===== config.mk =====
export PLATFORM = sky130hd
export DESIGN_NAME = int_trap_ctrl
export DESIGN_NICKNAME = d
export VERILOG_FILES = /design/src/rtl/int_ctrl_pkg.sv /design/src/rtl/int_prio_enc.sv /design/src/rtl/int_trap_ctrl.sv
export SDC_FILE = /design/constraint.sdc
export NUM_CORES = 1
export LEC_CHECK = 0
export CORE_AREA = 3 3 68 70
export DETAILED_ROUTE_END_ITERATION = 8
export DIE_AREA = 0 0 71 73
export DONT_BUFFER_PORTS = 1
export PLACE_DENSITY_LB_ADDON = 0.1
export SLEW_MARGIN = 15
export SYNTH_ARGS = -nofsm -noshare
export SYNTH_HDL_FRONTEND = slang
export SYNTH_SLANG_ARGS = --single-unit

===== constraint.sdc =====
create_clock -name clk -period 2.1 [get_ports clk]
set_clock_uncertainty 0.15 [all_clocks]
set_input_delay 0.42 -clock clk [delete_from_list [all_inputs] [get_ports clk]]
set_output_delay 0.42 -clock clk [all_outputs]
set_load 0.1 [all_outputs]

===== src/rtl/int_ctrl_pkg.sv =====
`default_nettype none
// ============================================================================
// Module      : int_ctrl_pkg
// Description : Shared types and constants for the interrupt/trap sequencer.
// Revision    : 1.0 - initial release
// ============================================================================
package int_ctrl_pkg;

    typedef enum logic [2:0] {
        IDLE  = 3'd0,
        DRAIN = 3'd1,
        TRAP  = 3'd2,
        REDIR = 3'd3,
        RET   = 3'd4
    } state_t;

    localparam logic [4:0] CAUSE_MSI = 5'd3;
    localparam logic [4:0] CAUSE_MTI = 5'd7;
    localparam logic [4:0] CAUSE_MEI = 5'd11;

    localparam int MIP_MSI_BIT = 3;
    localparam int MIP_MTI_BIT = 7;
    localparam int MIP_MEI_BIT = 11;

    localparam logic [1:0] MTVEC_MODE_DIRECT   = 2'b00;
    localparam logic [1:0] MTVEC_MODE_VECTORED = 2'b01;

endpackage
`default_nettype wire


===== src/rtl/int_prio_enc.sv =====
`default_nettype none
// ============================================================================
// Module      : int_prio_enc
// Description : Pending-interrupt priority encoder, MEI > MSI > MTI.
// Revision    : 1.0 - initial release
// ============================================================================
module int_prio_enc
    import int_ctrl_pkg::*;
(
    input  logic [31:0] pending,
    output logic        any,
    output logic [4:0]  code
);

    always_comb begin
        any  = 1'b1;
        code = 5'd0;
        if (pending[MIP_MEI_BIT]) begin
            code = CAUSE_MEI;
        end else if (pending[MIP_MSI_BIT]) begin
            code = CAUSE_MSI;
        end else if (pending[MIP_MTI_BIT]) begin
            code = CAUSE_MTI;
        end else begin
            any = 1'b0;
        end
    end

    // Non-machine-level sources are deliberately ignored.
    logic w_unused_bits;
    assign w_unused_bits = ^{pending[31:12], pending[10:8], pending[6:4], pending[2:0]};

endmodule
`default_nettype wire


===== src/rtl/int_trap_ctrl.sv =====
`default_nettype none
// ============================================================================
// Module      : int_trap_ctrl
// Description : Interrupt/trap sequencer: drain, commit, redirect, and mret.
//               Optional macro VECTORED_MODE_EN enables vectored mtvec mode.
// Revision    : 1.0 - initial release
// ============================================================================
module int_trap_ctrl
    import int_ctrl_pkg::*;
#(
    parameter int DRAIN_MAX = 16,
    parameter int CNT_W     = 5
) (
    input  logic        clk,
    input  logic        reset_n,
    input  logic [31:0] mip,
    input  logic [31:0] mie,
    input  logic        mie_global,
    input  logic [31:0] mtvec,
    input  logic [31:0] mepc,
    input  logic        mret_req,
    input  logic        pipe_drained,
    output logic        stall_req,
    output logic        int_action,
    output logic        ret_action,
    output logic        hw_int,
    output logic [4:0]  int_code,
    output logic        redirect_valid,
    output logic [31:0] redirect_pc,
    output logic        drain_timeout,
    output logic        busy
);

    localparam logic [CNT_W-1:0] C_CNT_LAST = CNT_W'(DRAIN_MAX - 1);

    state_t            r_state;
    state_t            w_state_nxt;
    logic [CNT_W-1:0]  r_cnt;
    logic [31:0]       w_pending;
    logic              w_any;
    logic [4:0]        w_pend_code;
    logic [31:0]       w_base;
    logic [31:0]       w_trap_pc;

    assign w_pending = mip & mie & {32{mie_global}};

    int_prio_enc u_prio_enc (
        .pending (w_pending),
        .any     (w_any),
        .code    (w_pend_code)
    );

    assign w_base = {mtvec[31:2], 2'b00};

`ifdef VECTORED_MODE_EN
    assign w_trap_pc = (mtvec[1:0] == MTVEC_MODE_VECTORED)
                     ? w_base + {25'd0, int_code, 2'b00}
                     : w_base;
`else
    logic w_unused_mode;
    assign w_unused_mode = ^mtvec[1:0];
    assign w_trap_pc     = w_base;
`endif

    always_comb begin
        w_state_nxt    = r_state;
        stall_req      = 1'b0;
        int_action     = 1'b0;
        ret_action     = 1'b0;
        redirect_valid = 1'b0;
        redirect_pc    = 32'd0;
        drain_timeout  = 1'b0;
        case (r_state)
            IDLE: begin
                // mret first: the interrupt is re-evaluated once MIE is restored.
                if (mret_req) begin
                    w_state_nxt = RET;
                end else if (w_any) begin
                    w_state_nxt = DRAIN;
                end
            end
            DRAIN: begin
                stall_req = 1'b1;
                if (!w_any) begin
                    w_state_nxt = IDLE;
                end else if (pipe_drained) begin
                    w_state_nxt = TRAP;
                end else if (r_cnt == C_CNT_LAST) begin
                    drain_timeout = 1'b1;
                    w_state_nxt   = TRAP;
                end
            end
            TRAP: begin
                stall_req   = 1'b1;
                int_action  = 1'b1;
                w_state_nxt = REDIR;
            end
            REDIR: begin
                stall_req      = 1'b1;
                redirect_valid = 1'b1;
                redirect_pc    = w_trap_pc;
                w_state_nxt    = IDLE;
            end
            RET: begin
                ret_action     = 1'b1;
                redirect_valid = 1'b1;
                redirect_pc    = mepc;
                w_state_nxt    = IDLE;
            end
            default: w_state_nxt = IDLE;
        endcase
    end

    // The cause is tracked live during DRAIN, so it is captured only on the
    // DRAIN->TRAP edge; int_code is then stable for the whole TRAP cycle.
    always_ff @(posedge clk or negedge reset_n) begin
        if (!reset_n) begin
            r_state  <= IDLE;
            r_cnt    <= '0;
            int_code <= 5'd0;
        end else begin
            r_state <= w_state_nxt;
            r_cnt   <= (r_state == DRAIN) ? r_cnt + CNT_W'(1) : '0;
            if (r_state == DRAIN && w_state_nxt == TRAP) begin
                int_code <= w_pend_code;
            end
        end
    end

    assign hw_int = 1'b1;
    assign busy   = (r_state != IDLE);

endmodule
`default_nettype wire


# ---- After elaboration in Yosys (flattened, before gate mapping)
# Index checks and enable logic that the tools add are counted.
dict set report word_totals {
  ff_bits 13
  in_bits 133
  wordCells 39
}
dict set report classes {
  n_addsub 1
  n_eq_ne 6
  muxes 22
  n_bitwise 2
  reduce_logical 5
}
# cell count
set ops {}
lappend ops {{32-bit one-hot mux with 2 select lines} 1}
lappend ops {{12-bit AND} 2}
lappend ops {{3-bit 2-to-1 mux} 6}
lappend ops {{5-bit 2-to-1 mux} 3}
lappend ops {{1-bit 2-to-1 mux} 11}
lappend ops {{3-bit by 2-bit equality test with 1-bit output (second input constant)} 3}
lappend ops {{3-bit one-hot mux with 3 select lines} 1}
lappend ops {{5-bit by 1-bit adder with 5-bit output (second input constant)} 1}
lappend ops {{5-bit by 4-bit equality test with 1-bit output (second input constant)} 1}
lappend ops {{3-bit by 1-bit equality test with 1-bit output (second input constant)} 1}
lappend ops {{3-bit equality test (second input constant)} 1}
lappend ops {{3-bit zero test} 1}
lappend ops {{3-bit nonzero test} 1}
lappend ops {{3-bit OR reduction} 1}
lappend ops {{2-bit OR reduction} 1}
lappend ops {{1-bit logical AND} 1}

# ---- Logic depth before layout (Yosys ltp)
dict set report logic_depth {
  depth_word 10
  ltp_mapped 6
  mapped_depth_nobuf 6
}

# ---- By module
# A second synthesis with hierarchy kept.
dict set report hier_totals {
  hier_cells 134
  area_unflattened_um2 1212.4
}
# mod instances cells_per_inst area_per_inst_um2 seq_area_each_um2
set modules_own_cells {}
lappend modules_own_cells {int_trap_ctrl 1 127 1164.9 325.3}
lappend modules_own_cells {int_prio_enc 1 7 47.5 0.0}

# ---- Worst setup path before layout
# OpenSTA, ideal clock, no wires.
dict set report synth_path {
  kind {register to output}
  startpoint {register r_cnt[0]}
  endpoint {output drain_timeout}
  arrival_time_ns 3.901
  required_ns 1.530
  slack_ns -2.371
  stages_incl_launch_ff 5
  n_path_buf 0
  path_cell_list {dfrtp_1 > ha_1 > and3_1 > ha_1 > nor4b_1}
}
dict set report synth_between {
  elab_chain_len 5
}
# element line
set synth_rtl {}
lappend synth_rtl {{from (decl)} int_trap_ctrl.sv:38} ;# logic [CNT_W-1:0] r_cnt;
lappend synth_rtl {{from (signal assigned)} int_trap_ctrl.sv:123} ;# r_cnt <= (r_state == DRAIN) ? r_cnt + CNT_W'(1) : '0;
lappend synth_rtl {{5-bit by 4-bit equality test with 1-bit output} int_trap_ctrl.sv:88} ;# end else if (r_cnt == C_CNT_LAST) begin
lappend synth_rtl {{1-bit 2-to-1 mux} int_trap_ctrl.sv:88}
lappend synth_rtl {{1-bit 2-to-1 mux} int_trap_ctrl.sv:86} ;# end else if (pipe_drained) begin
lappend synth_rtl {{1-bit 2-to-1 mux} int_trap_ctrl.sv:84} ;# if (!w_any) begin
lappend synth_rtl {{1-bit 2-to-1 mux} int_trap_ctrl.sv:73} ;# case (r_state)
lappend synth_rtl {{to (decl)} int_trap_ctrl.sv:30} ;# output logic drain_timeout,
# No other way between the ends.

# ---- Worst setup path after layout
# Same ends and word-level chain as after synthesis.

==> summary by stage <==
Global route
The number of antenna violations at the first check in global routing was 0. The total grt overflow is 0. The wire length of the first global-routing pass is 5.485 mm.

Entering global routing, the biggest net connects 29 pins. The number of global-route vias before repair is 953. For this run, the total global-route usage over all layers was measured as 0.1421.

Detailed routing
The final layout contains routed wiring with a total length of 4.093 mm. In this run, the number of DRC markers left after iteration 0 of detailed routing was 14. After detailed routing, the met2 layer carries 1.953 mm of wire. The remaining antenna violation count after routing is 0. For this block, wires on met1 add up to 1.278 mm. Summed over all nets, wire length on met3 after detailed routing comes to about 810 um. For this run, design rule violations remaining after detail routing come to 0. The mean routed wirelength per cell is 22.12 um.

The highest layer touched by signal routing is met4. The final route contains 965 vias. The first detailed-routing pass ran for 4 iterations. Using the TritonRoute via totals, the vias-per-cell ratio works out to 5.216.

Timing
The tightest hold path in the finished design has a slack of roughly 0.18 ns. For this run, the top clock speed supported by timing is 467.8 MHz. The post-route fraction of the period consumed by the critical path is 1.018. The total setup violations reported at the end of the flow is 13. For the pin with the worst max-slew slack, the measured transition is 0.9565 ns. The minimum clock period after layout is between 2 and 2.5 ns. Setup repair after global routing could not meet its margin everywhere. The final count of hold timing violations is 0. Across all setup checks in the final design, the least slack found is -0.03764 ns. For the final routed database, the setup TNS stands at -0.09014 ns. The total count of max-transition violations in the final report is 0. The headroom to the max-slew limit is 0.3624.

Floorplanning
The overall die area is roughly 0.0052 mm^2. For this design the top-level I/O count stands at 177. The initial cell density of the core is 0.2196. After floorplanning, the core was divided into 23 placement rows. Measured along the x axis, the die boundary spans 71 um. The die is approximately 73 um tall. The placeable core region is 0.004029 mm^2.

Yosys
The post-synth net total is 230. The number of cells produced by synthesis is 95. The count of different cell masters after synthesis is 33. The cell with the most instances after synthesis is a22o_1.

The number of synthesized flops with an enable pin is 0. In the synthesized netlist, the cells that appear most often are a22o_1, dfrtp_1, nor2_1, buf_2. Summing every instance area after synthesis gives 884.6 um^2. The fraction of registers with async set or reset after synthesis is 1.000. The dominant cell type by area after synthesis is dfrtp_1. By area the synthesized netlist is led by dfrtp_1, a22o_1, buf_2, nor2_1, ha_1. The number of register bits inferred by synthesis is 11. The share of synthesized area occupied by flip-flops and latches is 0.3112. The mean cell area of the mapped netlist is 9.312 um^2. Of the post-synthesis cell area, the dominant cell type holds 0.3112. The most used flip-flop cell after synthesis is dfrtp_1. During synthesis, Yosys emitted a total of 0 warnings.

Critical path
For the worst setup path, the data required time is 1.53 ns. STA classifies the critical path startpoint as a register. Data arrives at the worst endpoint at around 1.6 ns.

The type of element capturing the critical path is a primary output. The path type of the worst setup path is register to primary output. Of all nets on the critical path, the largest fanout is 2.

Clock network
The number of buffers created by CTS is 3. The CTS tree is yes. The number of levels the H-tree was split into is 1. The latest clock arrival within the worst-skew pair is between 0.2 and 0.25 ns. The tree is rooted in a clkbuf_8. The clock drives 11 sinks. The longest clock path from root to sink contains 2 buffers. After clock tree synthesis, the clock-pin slew on the worst setup and hold paths is 0.05 ns.

Final layout
The share of layout cells above drive strength 1 is 0.7407. The area overhead of the layout relative to synthesis is 103.8%. 0 antenna diodes ended up in the layout.

Once layout is complete, the cells apart from fillers number 185. The final net count is 271.

Placed design
At the placement stage, the worst setup path has a slack of 0.1572 ns. The last weighted congestion value of the routability-driven placer is between 0.7 and 0.8. The wire-length estimate of the detail-placed layout is roughly 3.3 mm. The total instance count after detailed placement is 169. The number of port buffers is 0.

Pwr
The analysis attributes to cell leakage a power of roughly 0.81 nW. The power per unit of standard cell area is 1083 mW/mm^2. The total power is 1.953 mW. The peak supply drop is ~1100 uV.

Min path
The worst min-delay path class is input pin to register.

Job
The tool flagged a number of max-cap violations equal to 0.

Status
The checks that failed: negative setup slack. The run finished, with violations left.
==> cell families (layout without fill, tap and decap cells) <==
logic type,count (synthesis),after routing,share of synthesized area
buffers and inverters,13,53,0.07779
adder cells (fa/ha/maj),2,2,0.02828
XOR/XNOR,2,2,0.01981
AND/OR/NAND/NOR,28,28,0.1895
flip-flops,11,11,0.3112
other,2,2,0.008490
multiplexers,1,1,0.01273
AO/OA/AOI/OAI,36,36,0.3522
==> flip-flops by register name, indices dropped and copies added, names as in the netlist <==
| signal | cells |
|---|---|
| r_state | 3 |
| int_code | 3 |
| r_cnt | 5 |
==> layout by cell type (no fill, tap or decap), types with 2 or more instances in the layout <==
| cell type | Yosys | final |
|---|---|---|
| nor2_1 | 8 | 5 |
| buf_12 | 0 | 23 |
| a22o_2 | 0 | 17 |
| nor2_2 | 0 | 3 |
| buf_4 | 3 | 20 |
| and3_2 | 2 | 2 |
| conb_1 | 2 | 2 |
| or2_1 | 2 | 2 |
| dfrtp_2 | 0 | 3 |
| clkbuf_8 | 0 | 3 |
| a22o_4 | 0 | 13 |
| inv_1 | 2 | 2 |
| and3_1 | 3 | 2 |
| dfrtp_1 | 11 | 8 |
==> metrics by stage <==
stage / util / cell area (um^2)
global placement: 0.3978 / 1603
floorplan: - / 1055
finish: 0.4475 / 1803
global route: 0.4475 / 1803
detailed placement: 0.3978 / 1603
CTS: 0.4398 / 1772
==> routing by layer <==
| layer | up-vias | global-route usage |
|---|---|---|
| met2 | 74 | 0.2235 |
| met4 | 0 | 0.05219 |
| met3 | 4 | 0.1157 |
| li1 | 442 | - |
| met1 | 445 | 0.1398 |
| met5 | - | 0 |
==> layout make-up <==
class                           instances  area (um^2)
Fill cell                             394         2226
Multi-Input combinational cell         71        734.5
Timing Repair Buffer                   47        674.4
Sequential cell                        11        279.0
Tap cell                               50        62.56
Clock buffer                            4        45.04
Inverter                                2        7.507
==> what timing repair did <==
| action | 4_1_cts | 5_1_grt |
|---|---|---|
| gates cloned | 1 | 0 |
| buffers inserted | 7 | 3 |
| endpoints found under the setup margin | 31 | 32 |
| hold buffers | 1 | 0 |
| gates resized for setup | 11 | 3 |
| pin swaps | 2 | 3 |
| endpoints found under the hold margin | 11 | 0 |
==> critical path: stages (launching register included) <==
cell and delay [ns]:
dfrtp_1 0.36, ha_2 0.19, and3_4 0.21, ha_4 0.14, nor4b_4 0.23, buf_12 0.21
==> where the power goes <==
group	internal, mW	total [mW]	switching (mW)
sequential	0.238	0.423	0.185
clock	0.133	0.212	0.0783
combinational	0.420	1.32	0.899
==> path summary, 6_finish.rpt <==
check                         start             to  slack, ns  cells past startpoint
setup reg to reg           r_cnt[0]    int_code[3]       0.24                      6
setup / recovery           r_cnt[0]  drain_timeout      -0.04                      5
hold / removal             mret_req     r_state[2]       0.18                      2
max in group asynchronous   reset_n     r_state[1]       0.97                      1
min in group asynchronous   reset_n     r_state[0]       0.45                      1
hold reg to reg            r_cnt[3]       r_cnt[3]       0.43                      2
No activity file was read; power rests on OpenSTA's default activity.
